### config.mk
export PLATFORM = sky130hd
export DESIGN_NAME = neuron_seq
export DESIGN_NICKNAME = d
export VERILOG_FILES = /design/src/rtl/neuron_seq.sv
export SDC_FILE = /design/constraint.sdc
export NUM_CORES = 2
export LEC_CHECK = 0
export ABC_AREA = 1
export BUFFER_PORTS_ARGS = -buffer_cell sky130_fd_sc_hd__buf_2
export CAP_MARGIN = 20
export CORE_MARGIN = 2
export CORE_UTILIZATION = 43
export CTS_CLUSTER_SIZE = 10
export DETAILED_ROUTE_END_ITERATION = 12
export GPL_ROUTABILITY_DRIVEN = 0
export PLACE_DENSITY_LB_ADDON = 0.25
export SYNTH_ARGS = -nofsm -noshare
export SYNTH_HDL_FRONTEND = slang
export SYNTH_SLANG_ARGS = --single-unit
### constraint.sdc
create_clock -name clk -period 17.4 [get_ports clk]
set_input_delay 2.61 -clock clk [delete_from_list [all_inputs] [get_ports clk]]
set_output_delay 2.61 -clock clk [all_outputs]
set_load 0.03 [all_outputs]
### src/rtl/neuron_seq.sv
// neuron_seq: sequential neuron, MAC over N_IN pairs then piecewise-linear sigmoid.
// Optional sigmoid-derivative stage enabled by NEURON_SIGMA_PRIME_EN.
module neuron_seq #(
   parameter int WIDTH = 32,
   parameter int FRAC  = 24,
   parameter int N_IN  = 32
) (
   input  logic             clk,
   input  logic             rst,
   input  logic             start,
   input  logic [WIDTH-1:0] bias,
   input  logic             in_valid,
   output logic             in_ready,
   input  logic [WIDTH-1:0] prev_activ,
   input  logic [WIDTH-1:0] weight,
   output logic             out_valid,
   input  logic             out_ready,
   output logic [WIDTH-1:0] activ,
   output logic [WIDTH-1:0] sigma_prime,
   output logic             busy
);

   localparam int CW = $clog2(N_IN + 1);
   localparam int AW = 2 * WIDTH + CW;
   localparam int PW = 2 * WIDTH;

   localparam logic [WIDTH-1:0] ONE   = WIDTH'(1) << FRAC;
   localparam logic [WIDTH-1:0] HALF  = ONE >> 1;
   localparam logic [WIDTH-1:0] FIVE  = WIDTH'(5) << FRAC;
   localparam logic [WIDTH-1:0] K2375 = (WIDTH'(19) << FRAC) >> 3;
   localparam logic [WIDTH-1:0] C0843 = (WIDTH'(27) << FRAC) >> 5;
   localparam logic [WIDTH-1:0] C0625 = (WIDTH'(5) << FRAC) >> 3;

   localparam logic signed [AW-1:0] SMAX =
      {{(AW-WIDTH+1){1'b0}}, {(WIDTH-1){1'b1}}};
   localparam logic signed [AW-1:0] SMIN =
      {{(AW-WIDTH+1){1'b1}}, {(WIDTH-1){1'b0}}};

`ifdef NEURON_SIGMA_PRIME_EN
   typedef enum logic [2:0] {
      IDLE, ACCUM, ACT, SPRIME, DONE
   } state_t;
`else
   typedef enum logic [2:0] {
      IDLE, ACCUM, ACT, DONE
   } state_t;
`endif

   state_t state_q, state_d;

   logic signed [AW-1:0] acc_q;
   logic [CW-1:0]        cnt_q;
   logic [WIDTH-1:0]     activ_q;

   logic                 accept;
   logic                 last;
   logic signed [PW-1:0] pa_ext, w_ext, prod;
   logic signed [AW-1:0] prod_ext, bias_ext, bias_sh;
   logic signed [AW-1:0] sh;
   logic [WIDTH-1:0]     x, ax, y, sig;

   // FSM: state register and next-state/output decode
   always_ff @(posedge clk or posedge rst) begin
      if (rst) state_q <= IDLE;
      else     state_q <= state_d;
   end

   always_comb begin
      state_d   = state_q;
      in_ready  = 1'b0;
      out_valid = 1'b0;
      busy      = 1'b1;
      unique case (state_q)
         IDLE: begin
            busy = 1'b0;
            if (start) state_d = ACCUM;
         end
         ACCUM: begin
            in_ready = 1'b1;
            if (in_valid && last) state_d = ACT;
         end
`ifdef NEURON_SIGMA_PRIME_EN
         ACT:    state_d = SPRIME;
         SPRIME: state_d = DONE;
`else
         ACT:    state_d = DONE;
`endif
         DONE: begin
            out_valid = 1'b1;
            if (out_ready) state_d = IDLE;
         end
         default: state_d = IDLE;
      endcase
   end

   assign accept = in_valid && (state_q == ACCUM);
   assign last   = (cnt_q == CW'(N_IN - 1));

   // full-precision MAC operands
   assign pa_ext   = {{WIDTH{prev_activ[WIDTH-1]}}, prev_activ};
   assign w_ext    = {{WIDTH{weight[WIDTH-1]}}, weight};
   assign prod     = pa_ext * w_ext;
   assign prod_ext = {{CW{prod[PW-1]}}, prod};
   assign bias_ext = {{(AW-WIDTH){bias[WIDTH-1]}}, bias};
   assign bias_sh  = bias_ext <<< FRAC;

   // back to Q format, saturated to the word range
   assign sh = acc_q >>> FRAC;

   always_comb begin
      x = sh[WIDTH-1:0];
      if (sh > SMAX)      x = SMAX[WIDTH-1:0];
      else if (sh < SMIN) x = SMIN[WIDTH-1:0];
   end

   // |x| fits unsigned even for the most negative word
   assign ax = x[WIDTH-1] ? -x : x;

   always_comb begin
      y = (ax >> 2) + HALF;
      if (ax >= FIVE)       y = ONE;
      else if (ax >= K2375) y = (ax >> 5) + C0843;
      else if (ax >= ONE)   y = (ax >> 3) + C0625;
   end

   assign sig = x[WIDTH-1] ? ONE - y : y;

   always_ff @(posedge clk or posedge rst) begin
      if (rst) begin
         acc_q   <= '0;
         cnt_q   <= '0;
         activ_q <= '0;
      end else begin
         if (state_q == IDLE && start) begin
            acc_q <= bias_sh;
            cnt_q <= '0;
         end else if (accept) begin
            acc_q <= acc_q + prod_ext;
            cnt_q <= cnt_q + CW'(1);
         end
         if (state_q == ACT) activ_q <= sig;
      end
   end

   assign activ = activ_q;

`ifdef NEURON_SIGMA_PRIME_EN
   logic [WIDTH-1:0] sp_q;
   logic [PW-1:0]    sp_full;
   logic             unused_sp;

   assign sp_full = {{WIDTH{1'b0}}, activ_q} *
                    {{WIDTH{1'b0}}, ONE - activ_q};
   assign unused_sp = ^{sp_full[PW-1:FRAC+WIDTH], sp_full[FRAC-1:0]};

   always_ff @(posedge clk or posedge rst) begin
      if (rst)                  sp_q <= '0;
      else if (state_q == SPRIME) sp_q <= sp_full[FRAC +: WIDTH];
   end

   assign sigma_prime = sp_q;
`else
   assign sigma_prime = '0;
`endif

endmodule

==> flow_summary_export.csv <==
group,metric,value,unit
run_status,status,"completed",
timing,worst_pin_slew,1020,ps
logic_synthesis,ys_seq_elements,110,
clocking,holdBufCountCts,0,
timing,finalMaxSlewViolations,0,
detailed_routing,wl_per_cell,17.7,µm
detailed_routing,dr.first_iter.drc_count,2205,
place,hpwl,114,mm
finish,multi_input_area,0.0394,mm²
global_routing,antenna_found_initial,16,
timing,tns,0,ps
setup_path,crit_fanout,33,
timing,worst_hold_slack,482,ps
place,io_buffers,135,
logic_synthesis,ys_types,58,
die,die_w,347,µm
detailed_routing,drt-total-wl,137,mm
logic_synthesis,yosys-top-cells-area,"fa_1, inv_1, nand2_1",
timing,fin_crit_sh,0.635,
finish,nNetsFinal,7804,
flow_run,drv_cap,0,
finish,register_area,0.00275,mm²
logic_synthesis,yosys_most_used_dff,"dfrtp_1",
setup_path,critPathRequiredTime,17710,ps
min_path,min_from,"activ[27]",
place,pre_cts_ws,6070,ps
finish,n_fill_cell,11686,
timing,setup_viol,0,
finish,design_area,0.0526,mm²
finish,syn_to_final_growth,4.18,%
die,boundaryPins,168,
timing,fin_crit,11040,ps
timing,slew_headroom,0.314,
clocking,cts_tree,"done",
min_path,hold_path.class,"flip-flop to flip-flop",
clocking,cts_max_level,3,
die,die-height,347,µm
clocking,cts.path.max_buffers,2,
detailed_routing,detailroute.via_count,38266,
global_routing,grt_usage,0.243,
detailed_routing,detail-route-antenna-nets,0,
clocking,cts_resized,0,
logic_synthesis,yosysSeqAreaShare,0.0545,
timing,hold_viol,0,
setup_path,path_class,"primary input to flip-flop",
setup_path,crit_buf_inv,9,
timing,rsz0062_at_grt,"no",
global_routing,grt_max_degree,76,
detailed_routing,first_pass_iters,6,
timing,skew,14.3,ps
die,fp.coreArea,0.116,mm²
logic_synthesis,yosysTopAreaCellShare,0.503,
clocking,root_buffer,"clkbuf_16",
die,start_util,0.434,
clocking,clk_pin_slew,90,ps
setup_path,r2r_cells,34,
finish,mostFrequentLayoutCells,"inv_1, nand2_1, fa_1",
clocking,post_cts_buffers,0,
min_path,holdPathStages,2,
setup_path,r2r_setup_slack,9080,ps
clocking,clkSinkCount,110,
logic_synthesis,netlist_instances,6248,
finish,drive_gt1_frac,0.0478,
setup_path,cp_common_cell,"fa_1",
global_routing,grt_pass1_wl,229,mm
global_routing,grt_pass1_vias,42653,
detailed_routing,viasPerCell,4.95,
setup_path,reg2reg_to,"acc_q[62]",
logic_synthesis,avgSynthCellArea,8.08,µm²
setup_path,worstReg2RegStart,"acc_q[24]",
setup_path,cp_slowest_stage_delay,680,ps
die,num_rows,125,
clocking,worstSkewPairLatency,400,ps
logic_synthesis,syn_area,0.0505,mm²
detailed_routing,drc,0,
logic_synthesis,async_flop_share,1.00,
global_routing,grt_overflow_total,0,
logic_synthesis,yosys_warnings,0,
place,place_area,0.0523,mm²
min_path,holdPathEnd,"activ[27]",
setup_path,setup.worst_path.end_class,"flip-flop",
logic_synthesis,yosysTopAreaCell,"fa_1",
die,die_area,0.120,mm²
timing,fin_ws,6360,ps
timing,max_freq,90.6,MHz
setup_path,crit_arrival,11350,ps
logic_synthesis,synth_edf_count,0,
setup_path,cp_top_family,"adder cells",
setup_path,cp_slowest_cell,"buf_2",
finish,mostFrequentLayoutCell,"inv_1",
setup_path,startpoint_type,"primary input",
clocking,cts_inserted_buffers,9,
worst min-delay path: cells and delay by family (launching register included):
kind / cells / cell delay, ps
flip-flops: 1 / 340
AND/OR/NAND/NOR: 2 / 110
kinds of logic after synthesis:
logic type | count (synthesis) | synth area share
DFF | 110 | 0.0545
and+or+nand+nor | 2031 | 0.164
xor gates and xnor gates | 59 | 0.0102
buffers and inverters | 2189 | 0.167
AOI/OAI and AO/OA | 345 | 0.0407
adders and majority gates | 1513 | 0.564
other | 1 | 0.0000743
area by class of cell:
class                           count  share of cell area
Clock inverter                      7             0.00119
Sequential cell                   110              0.0524
Inverter                         1908               0.136
Clock buffer                        9             0.00428
Timing Repair Buffer              181              0.0196
Tap cell                         1524              0.0363
Multi-Input combinational cell   3980               0.750
Antenna cell                       11            0.000523
cell usage after synthesis (10+ instances only):
cell / count
fa_1: 1268
nor2_1: 201
dfrtp_1: 110
o21ai_0: 85
buf_2: 13
nand2_2: 27
nand4_1: 24
nand3_2: 17
nand3b_1: 10
o21ai_1: 13
nand2_1: 1541
ha_1: 245
inv_1: 1899
nor3_1: 16
a21oi_1: 126
o211ai_1: 21
xnor2_1: 29
buf_4: 38
o221ai_1: 22
a22oi_1: 13
a31oi_1: 14
clkbuf_1: 218
nand3_1: 149
xor2_1: 30
o22ai_1: 15
nor2_2: 19
worst max-delay path by stage:
| stage | startpoint | endpoint | slack [ps] | cells after the start |
|---|---|---|---|---|
| 4_1_cts | weight[0] | acc_q[69] | 6480 | 32 |
| 2_1_floorplan | prev_activ[31] | acc_q[62] | 6620 | 31 |
| 5_1_grt | weight[0] | acc_q[62] | 5800 | 35 |
| 6_report | weight[2] | acc_q[69] | 6360 | 32 |
| 3_5_place_dp | weight[0] | acc_q[69] | 6070 | 32 |
| 3_3_place_gp | weight[0] | acc_q[69] | 6090 | 32 |
sequential cells by signal (all words and copies together), names as in the netlist:
signal	flops
cnt_q	6
activ	32
acc_q	70
state_q	2
through the flow:
stage	std cells	util
floorplan	6279	-
global placement	7702	0.449
detailed placement	7702	0.449
CTS	7718	0.452
global route	7728	0.452
finish	7730	0.452
per-layer routing:
| layer | vias to the layer above | part of all wire | GRT usage |
|---|---|---|---|
| met5 | - | 0 | 0 |
| met4 | 0 | 0.042 | 0.0967 |
| met3 | 248 | 0.039 | 0.0158 |
| met2 | 985 | 0.52 | 0.443 |
| met1 | 19588 | 0.39 | 0.298 |
| li1 | 17445 | - | - |
Power is left out: the tool's default activity adds up to more than one toggle a clock period on the data nets, which glitch-free logic cannot reach.
